### src/rtl/fsqrt_wb.sv
// ============================================================================
// Module   : fsqrt_wb
// Purpose  : Issue/writeback wrapper around a fixed-latency pipelined sqrt core
//            with special-case substitution and a credit-controlled result FIFO.
// Revision : 1.0 - initial release
// ============================================================================
`default_nettype none

module fsqrt_wb #(
    parameter int NSTAGE = 4,
    parameter int TAG_W  = 5,
    parameter int DEPTH  = 8
) (
    input  logic             clk,
    input  logic             rstn,
    input  logic             in_valid,
    output logic             in_ready,
    input  logic [31:0]      in_x,
    input  logic [TAG_W-1:0] in_tag,
    output logic [31:0]      core_x,
    input  logic [31:0]      core_y,
    output logic             out_valid,
    input  logic             out_ready,
    output logic [31:0]      out_y,
    output logic [TAG_W-1:0] out_tag,
    output logic             out_nv
);

    localparam int CNT_W = $clog2(DEPTH) + 1;
    localparam int PTR_W = $clog2(DEPTH);
    localparam int ENT_W = 32 + TAG_W + 1;
    localparam logic [CNT_W-1:0] FULL_CNT = CNT_W'(DEPTH);
    localparam logic [CNT_W-1:0] ONE_CNT  = CNT_W'(1);
    localparam logic [PTR_W-1:0] LAST_PTR = PTR_W'(DEPTH - 1);
    localparam logic [31:0]      QNAN     = 32'h7FC00000;
    localparam logic [31:0]      PINF     = 32'h7F800000;

    logic             acc;
    logic             pop;
    logic             push;
    logic [CNT_W-1:0] occ;
    logic [ENT_W-1:0] push_data;

    // occ counts everything in flight plus buffered, so the core never overruns the FIFO
    assign in_ready = !rstn && (occ < FULL_CNT);
    assign acc      = in_valid & in_ready;
    assign pop      = out_valid & out_ready;
    assign core_x   = acc ? in_x : 32'h0;

    always_ff @(posedge clk or posedge rstn) begin
        if (rstn) begin
            occ <= '0;
        end else if (acc && !pop) begin
            occ <= occ + 1'b1;
        end else if (!acc && pop) begin
            occ <= occ - 1'b1;
        end
    end

    logic        cls_special;
    logic        cls_nv;
    logic [31:0] cls_val;

    always_comb begin
        cls_special = 1'b1;
        cls_nv      = 1'b0;
        cls_val     = QNAN;
        if (in_x[30:23] == 8'hFF && in_x[22:0] != 23'h0) begin
            cls_val = QNAN;
        end else if (in_x[30:23] == 8'h00) begin
            cls_val = {in_x[31], 31'h0};
        end else if (in_x[31]) begin
            cls_nv = 1'b1;
        end else if (in_x[30:23] == 8'hFF) begin
            cls_val = PINF;
        end else begin
            cls_special = 1'b0;
            cls_val     = 32'h0;
        end
    end

    logic             sh_valid   [NSTAGE];
    logic [TAG_W-1:0] sh_tag     [NSTAGE];
    logic             sh_special [NSTAGE];
    logic [31:0]      sh_val     [NSTAGE];
    logic             sh_nv      [NSTAGE];

    always_ff @(posedge clk or posedge rstn) begin
        if (rstn) begin
            for (int i = 0; i < NSTAGE; i++) begin
                sh_valid[i]   <= 1'b0;
                sh_tag[i]     <= '0;
                sh_special[i] <= 1'b0;
                sh_val[i]     <= '0;
                sh_nv[i]      <= 1'b0;
            end
        end else begin
            sh_valid[0]   <= acc;
            sh_tag[0]     <= in_tag;
            sh_special[0] <= cls_special;
            sh_val[0]     <= cls_val;
            sh_nv[0]      <= cls_nv;
            for (int i = 1; i < NSTAGE; i++) begin
                sh_valid[i]   <= sh_valid[i-1];
                sh_tag[i]     <= sh_tag[i-1];
                sh_special[i] <= sh_special[i-1];
                sh_val[i]     <= sh_val[i-1];
                sh_nv[i]      <= sh_nv[i-1];
            end
        end
    end

    assign push      = sh_valid[NSTAGE-1];
    assign push_data = {sh_special[NSTAGE-1] ? sh_val[NSTAGE-1] : core_y,
                        sh_tag[NSTAGE-1], sh_nv[NSTAGE-1]};

    logic [ENT_W-1:0] mem [DEPTH];
    logic [PTR_W-1:0] wr_ptr;
    logic [PTR_W-1:0] rd_ptr;
    logic [PTR_W-1:0] rd_next;
    logic [PTR_W-1:0] wr_next;
    logic [CNT_W-1:0] count;

    assign rd_next   = (rd_ptr == LAST_PTR) ? '0 : rd_ptr + 1'b1;
    assign wr_next   = (wr_ptr == LAST_PTR) ? '0 : wr_ptr + 1'b1;
    assign out_valid = (count != '0);

    always_ff @(posedge clk) begin
        if (push) begin
            mem[wr_ptr] <= push_data;
        end
    end

    // Output registers mirror the head entry; they are refreshed whenever the head changes
    always_ff @(posedge clk or posedge rstn) begin
        if (rstn) begin
            wr_ptr  <= '0;
            rd_ptr  <= '0;
            count   <= '0;
            out_y   <= '0;
            out_tag <= '0;
            out_nv  <= 1'b0;
        end else begin
            if (push) begin
                wr_ptr <= wr_next;
            end
            if (pop) begin
                rd_ptr <= rd_next;
            end
            if (push && !pop) begin
                count <= count + 1'b1;
            end else if (!push && pop) begin
                count <= count - 1'b1;
            end
            if (pop) begin
                if (count > ONE_CNT) begin
                    {out_y, out_tag, out_nv} <= mem[rd_next];
                end else if (push) begin
                    {out_y, out_tag, out_nv} <= push_data;
                end
            end else if (count == '0 && push) begin
                {out_y, out_tag, out_nv} <= push_data;
            end
        end
    end

endmodule

`default_nettype wire

### config.mk
export PLATFORM = sky130hd
export DESIGN_NAME = fsqrt_wb
export DESIGN_NICKNAME = d
export VERILOG_FILES = /design/src/rtl/fsqrt_wb.sv
export SDC_FILE = /design/constraint.sdc
export NUM_CORES = 1
export LEC_CHECK = 0
export ABC_AREA = 1
export CAP_MARGIN = 20
export CORE_UTILIZATION = 35
export DETAILED_ROUTE_END_ITERATION = 8
export DONT_BUFFER_PORTS = 1
export RECOVER_POWER = 25
export SYNTH_ARGS = -nofsm -noshare
export SYNTH_HDL_FRONTEND = slang
export SYNTH_SLANG_ARGS = --single-unit
### constraint.sdc
create_clock -name clk -period 3.5 [get_ports clk]
set_input_delay 0.35 -clock clk [delete_from_list [all_inputs] [get_ports clk]]
set_output_delay 0.35 -clock clk [all_outputs]
set_load 0.01 [all_outputs]
==> flow_metrics.py, run 1 <==
metrics = {
    "yosys": {
        "seq_area_frac_synth_pct": 65.9,
        "synth_edf_count": 304,
        "syn_inst": 1781,
        "yosysWarningCount": 0,
        "syn_avg_cell_area_um2": 9.82,
        "synth_cell_types": 30,
        "yosys_register_bits": 400,
        "syn_nets": 1868,
        "synth_area_leader_cell": "edfxtp_1",
        "synth.top_cells.by_count": "nand2_1, inv_1, edfxtp_1",
        "yosysTopAreaCellShare_pct": 52.2,
        "synth_area_leaders": "edfxtp_1, dfrtp_1, nand2_1",
        "synth_area_mm2": 0.0175,
        "yosysMostFrequentCell": "nand2_1",
        "async_flop_share_pct": 24.0,
        "synth_ff_type": "edfxtp_1",
    },
    "timing": {
        "fin_tns_setup_ns": 0,
        "finClkSkew_ns": 0.0136,
        "hold_viol": 0,
        "setup_viol": 0,
        "final_max_slew_viol_count": 0,
        "timing.final.crit_share_pct": 75.9,
        "fin_crit_ns": 2.66,
        "rsz0062_at_grt": "false",
        "max_freq_mhz": 376,
        "hold_slack_ns": 0.0682,
        "worstMarginPinSlew_ns": 1.15,
        "max-slew-margin-rel_pct": 23.6,
    },
    "clock_network": {
        "clock_path_buffers": 3,
        "clkTransAtPathRegs_ns": 0.06,
        "cts_made_buffers": 40,
        "cts_tree": "done",
        "clock_latency_ns": 0.54,
        "clock-sinks": 400,
        "htreeDepth": 2,
        "cts_resized": 0,
        "root_buffer": "clkbuf_16",
    },
    "route": {
        "routed_wl_um": 42600,
        "drc_errors": 0,
        "vias": 11601,
        "drt-initial-drc-count": 789,
        "wl_per_cell_um": 17.3,
        "first_pass_iters": 5,
        "viasPerCell": 4.69,
        "detail-route-antenna-nets": 0,
    },
    "setup_path": {
        "end_kind": "flip-flop",
        "cp-startpoint": "sh_special[0]",
        "crit_required_ns": 3.75,
        "r2r-start": "sh_special[0]",
        "crit_path_max_fanout": 21,
        "r2r_cells": 4,
        "r2r_end": "mem[6][37]",
        "cp.arrival_ns": 2.91,
        "ff2ff_setup_slack_ns": 0.84,
        "cp-start-kind": "flip-flop",
        "path_class": "reg2reg",
        "crit_path_end": "mem[6][37]",
    },
    "place": {
        "gp_congestion": 0.794,
        "port_buffers": 0,
        "dp_hpwl_um": 23400,
    },
    "hold_path": {
        "hold_depth": 2,
        "hold_path.class": "in2reg",
    },
    "floorplan": {
        "io_pins": 145,
        "rows": 81,
        "die-height_um": 226,
        "die_w_um": 226,
        "dieArea_mm2": 0.0509,
        "initial_core_util_pct": 35.6,
        "core-area_mm2": 0.0492,
    },
    "layout": {
        "fill_cells": 4660,
        "synthToLayoutAreaGrowth_pct": 12.7,
        "nets": 1862,
        "drive_gt1_share_pct": 6.48,
    },
    "global_route": {
        "track_usage_pct": 17.0,
        "antenna_found_initial": 3,
        "grt-ovfl-total": 0,
        "grt_first_pass_wirelength_um": 65600,
        "grt_max_degree": 102,
        "grt_pass1_vias": 11394,
    },
    "outcome": {
        "status": "complete, no violations",
    },
    "power": {
        "power_density_mw_per_mm2": 823,
        "power.leakage_nw": 8.89,
        "peakVddDrop_mv": 0.746,
    },
    "flow_run": {
        "maxCapViolCount": 0,
    },
}
## how the worst min path moves through the flow
stage                            from      endpoint  slack (ns)
after floorplan           sh_valid[1]          push        0.33
after global placement      sh_tag[6]  push_data[2]        0.33
after detailed placement    sh_tag[8]  push_data[4]        0.33
after CTS                  core_y[11]     out_y[11]        0.05
after global routing        out_ready     rd_ptr[1]        0.08
final                       out_ready     rd_ptr[1]        0.07
## registers in the layout, summed over array words and instances (netlist names)
name	count
out_y	32
out_tag	5
push_data	6
sh_special	4
wr_ptr	3
out_nv	1
rd_ptr	3
occ	4
sh_tag	15
push	1
count	4
mem	304
sh_valid	3
sh_nv	3
sh_val	12
## where the power goes
| part | internal, W | total, W | switching (W) |
|---|---|---|---|
| clock | 0.00261 | 0.00438 | 0.00178 |
| sequential | 0.00566 | 0.00615 | 0.000485 |
| combinational | 0.00171 | 0.00569 | 0.00398 |
| total | 0.00998 | 0.0162 | 0.00624 |
## cell type report
cell class | instances | area [um^2] | area share, %
Timing Repair Buffer | 32 | 355 | 1.80
Inverter | 385 | 1450 | 7.35
Antenna cell | 2 | 5.00 | 0.0254
Clock inverter | 20 | 235 | 1.19
Clock buffer | 52 | 1110 | 5.62
Sequential cell | 400 | 11500 | 58.5
Tap cell | 664 | 831 | 4.22
Multi-Input combinational cell | 916 | 4190 | 21.3
## placed cells by master (no fill, tap or decap), drive strengths merged
| master | n |
|---|---|
| a21oi | 77 |
| buf | 24 |
| bufinv | 5 |
| clkbuf | 53 |
| clkinv | 13 |
| clkinvlp | 1 |
| dfrtp | 96 |
| diode | 2 |
| dlygate4sd3 | 7 |
| edfxtp | 304 |
| fa | 1 |
| ha | 13 |
| inv | 386 |
| mux2 | 1 |
| nand2 | 445 |
| nand3 | 227 |
| nand4 | 9 |
| nor2 | 105 |
| nor3 | 1 |
| o211ai | 1 |
| o21a | 1 |
| o21ai | 25 |
| o22ai | 1 |
| or2 | 4 |
| xnor2 | 3 |
| xor2 | 2 |
## critical path, stage by stage, from the launching register on
cell     delay [ns]
dfrtp_1        0.90
inv_1          0.67
or2_2          0.48
o21ai_0        0.10
inv_1          0.19
## metal layers
| layer | global-route usage [%] | vias to the layer above | part of all wire, % |
|---|---|---|---|
| met5 | 0 | - | 0.030 |
| met4 | 6.54 | 2 | 3.1 |
| met3 | 3.21 | 78 | 6.2 |
| met2 | 29.2 | 355 | 48 |
| met1 | 21.3 | 5558 | 43 |
| li1 | - | 5608 | - |
## through the flow
step / worst slack [ns] / instance area (um^2) / total power (W) / util, % / std cells
5_1_grt: 0.761 / 19700 / 0.0172 / 40.1 / 2469
2_1_floorplan: 0.623 / 17500 / 0.0102 / - / 1781
6_report: 0.843 / 19700 / 0.0162 / 40.1 / 2471
4_1_cts: 0.875 / 19700 / 0.0164 / 40.1 / 2469
3_3_place_gp: 0.988 / 18300 / 0.0119 / 37.2 / 2390
3_5_place_dp: 0.899 / 18300 / 0.0120 / 37.2 / 2390
## repair_timing
item,4_1_cts,5_1_grt
hold buffers,7,0
setup buffers,0,0
endpoints found under the hold margin,68,0
## kinds of logic after synthesis
logic type | share of synthesized area, %
fa+ha+maj | 1.04
mux | 0.0644
buf+inv | 10.6
xor+xnor | 0.250
flops | 65.9
simple gates | 19.0
compound gates | 3.11
No activity file was read; power rests on OpenSTA's default activity.
==> run 2, diff against run 1 <==
clock period = 2.7 ns   (was 3.5 ns; I/O delays follow)
==> flow_metrics.py, run 2 (synthesis results as in run 1) <==
metrics = {
    "outcome": {
        "status": "complete, but fails checks",
        "violations": "max-capacitance violations, max-slew violations",
    },
    "route": {
        "drt-initial-drc-count": 1092,
        "viasPerCell": 4.71,
        "first_pass_iters": 5,
        "vias": 11786,
        "drc_errors": 0,
        "wl_per_cell_um": 17.4,
        "routed_wl_um": 43600,
        "detail-route-antenna-nets": 0,
    },
    "global_route": {
        "grt_pass1_vias": 11697,
        "track_usage_pct": 17.5,
        "antenna_found_initial": 3,
        "grt_max_degree": 62,
        "grt_first_pass_wirelength_um": 67400,
        "grt-ovfl-total": 0,
    },
    "power": {
        "power_frac_seq_pct": 37.8,
        "power_density_mw_per_mm2": 1060,
        "p_clk_share_pct": 25.9,
        "p_comb_share_pct": 36.3,
        "intPower_w": 0.0129,
        "power_w": 0.0212,
        "peakVddDrop_mv": 1.46,
        "power.leakage_nw": 9.03,
        "switching_power_w": 0.00821,
        "switching_share_pct": 38.8,
    },
    "setup_path": {
        "cp.arrival_ns": 2.82,
        "cp_cell_sequence": "inv_1, ha_1, nand2_4, nand2_4, ha_1, inv_1, ha_1, a21oi_1, nand2_1, a21oi_1, o21ai_0, nand2_1, nand2_1",
        "crit_slowest_cell": "dfrtp_1",
        "crit_path_max_fanout": 10,
        "path_buf_inv": 2,
        "crit_family": "adder cells",
        "cp_slowest_stage_delay_ns": 0.40,
        "path_class": "reg2reg",
        "crit_required_ns": 3.13,
        "end_kind": "flip-flop",
        "cp-start-kind": "flip-flop",
    },
    "layout": {
        "layout_commonest_cell": "nand2_1",
        "biggestRegsByFlops": "mem x304, out_y x32, sh_tag x15",
        "largest_reg_flops": 304,
        "stdcell_count": 2502,
        "synthToLayoutAreaGrowth_pct": 14.4,
        "nets": 1890,
        "drive_gt1_share_pct": 6.98,
        "fill_cells": 4627,
        "stdcell_area_mm2": 0.0200,
        "regMostFlops": "mem",
        "final_cell_mix": "nand2_1, inv_1, edfxtp_1",
        "utilization_pct": 40.7,
    },
    "clock_network": {
        "root_buffer": "clkbuf_16",
        "clock_path_buffers": 3,
        "cts_made_buffers": 40,
        "htreeDepth": 2,
        "cts_resized": 0,
        "clkTransAtPathRegs_ns": 0.06,
        "cts_setup_buffers": 0,
        "cts_tree": "done",
        "clock_latency_ns": 0.57,
        "holdBufCountCts": 19,
        "clock-sinks": 400,
    },
    "timing": {
        "setup_viol": 0,
        "final_max_slew_viol_count": 58,
        "finClkSkew_ns": 0.0319,
        "hold_slack_ns": 0.0211,
        "worstMarginPinSlew_ns": 1.62,
        "max_freq_mhz": 418,
        "rsz0062_at_grt": "false",
        "timing.final.crit_share_pct": 88.5,
        "max-slew-margin-rel_pct": -8.09,
        "hold_viol": 0,
        "fin_crit_ns": 2.39,
    },
    "floorplan": {
        "dieArea_mm2": 0.0509,
        "die_w_um": 226,
        "die-height_um": 226,
        "io_pins": 145,
        "core-area_mm2": 0.0492,
        "initial_core_util_pct": 35.6,
        "rows": 81,
    },
    "place": {
        "dp_hpwl_um": 25000,
        "dp.cells": 2406,
        "port_buffers": 0,
        "gp_congestion": 0.824,
        "place_area_mm2": 0.0185,
    },
    "flow_run": {
        "maxCapViolCount": 1,
    },
    "hold_path": {
        "hold_path.class": "in2reg",
    },
}
run 2: changes by cell type in the layout (fill, tap and decap cells not counted), sizes merged:
cell / delta
clkbuf: +5
bufinv: -3
dlygate4sd3: +12
buf: +15
diode: +1
clkinvlp: +1
run 2: stage by stage:
stage | worst slack (ns) | setup TNS [ns]
detailed placement | 0.318 | 0
finish | 0.310 | 0
global placement | 0.406 | 0
floorplan | -0.177 | -26.85
global route | 0.0599 | 0
CTS | 0.313 | 0
run 2: final cells by class:
| class | count | area [um^2] | share of cell area (%) |
|---|---|---|---|
| Sequential cell | 400 | 11500 | 57.7 |
| Clock inverter | 18 | 171 | 0.857 |
| Inverter | 385 | 1450 | 7.25 |
| Timing Repair Buffer | 60 | 706 | 3.53 |
| Clock buffer | 56 | 1120 | 5.61 |
| Multi-Input combinational cell | 916 | 4180 | 20.9 |
| Tap cell | 664 | 831 | 4.15 |
| Antenna cell | 3 | 7.51 | 0.0375 |
run 2: power groups by stage:
stage,logic [W],registers [W],clock network [W]
final,0.00769,0.00799,0.00548
after CTS,0.00774,0.00802,0.00558
after floorplan,0.00534,0.00788,0
after global placement,0.00755,0.00812,0
after global routing,0.00859,0.00807,0.00581
after detailed placement,0.00771,0.00813,0
run 2: worst min-delay path: cells and delay by family:
kind             cells  cell delay (ns)
AO/OA/AOI/OAI        1             0.07
AND/OR/NAND/NOR      3             0.18
run 2: per-layer routing:
metal	wire length [um]	GRT usage [%]
met3	2820	3.17
met1	18600	22.5
met4	1190	6.17
met2	21000	29.5
met5	0	0
run 2: path summary, 6_finish.rpt:
check / startpoint / to / slack (ns) / cells past startpoint
setup / recovery: count[0] / occ[3] / 0.31 / 13
setup reg to reg: count[0] / occ[3] / 0.31 / 13
max in group asynchronous: rstn / rd_ptr[0] / 0.77 / 3
min in group asynchronous: rstn / sh_nv[1] / 0.66 / 3
hold reg to reg: sh_tag[5] / push_data[1] / 0.33 / 0
hold / removal: core_y[4] / out_y[4] / 0.02 / 4
==> run 3, diff against run 2 <==
CTS_CLUSTER_DIAMETER = 120   (was not set)
==> results of run 3 <==
The final DEF is identical to that of run 2; final timing and power are the same.
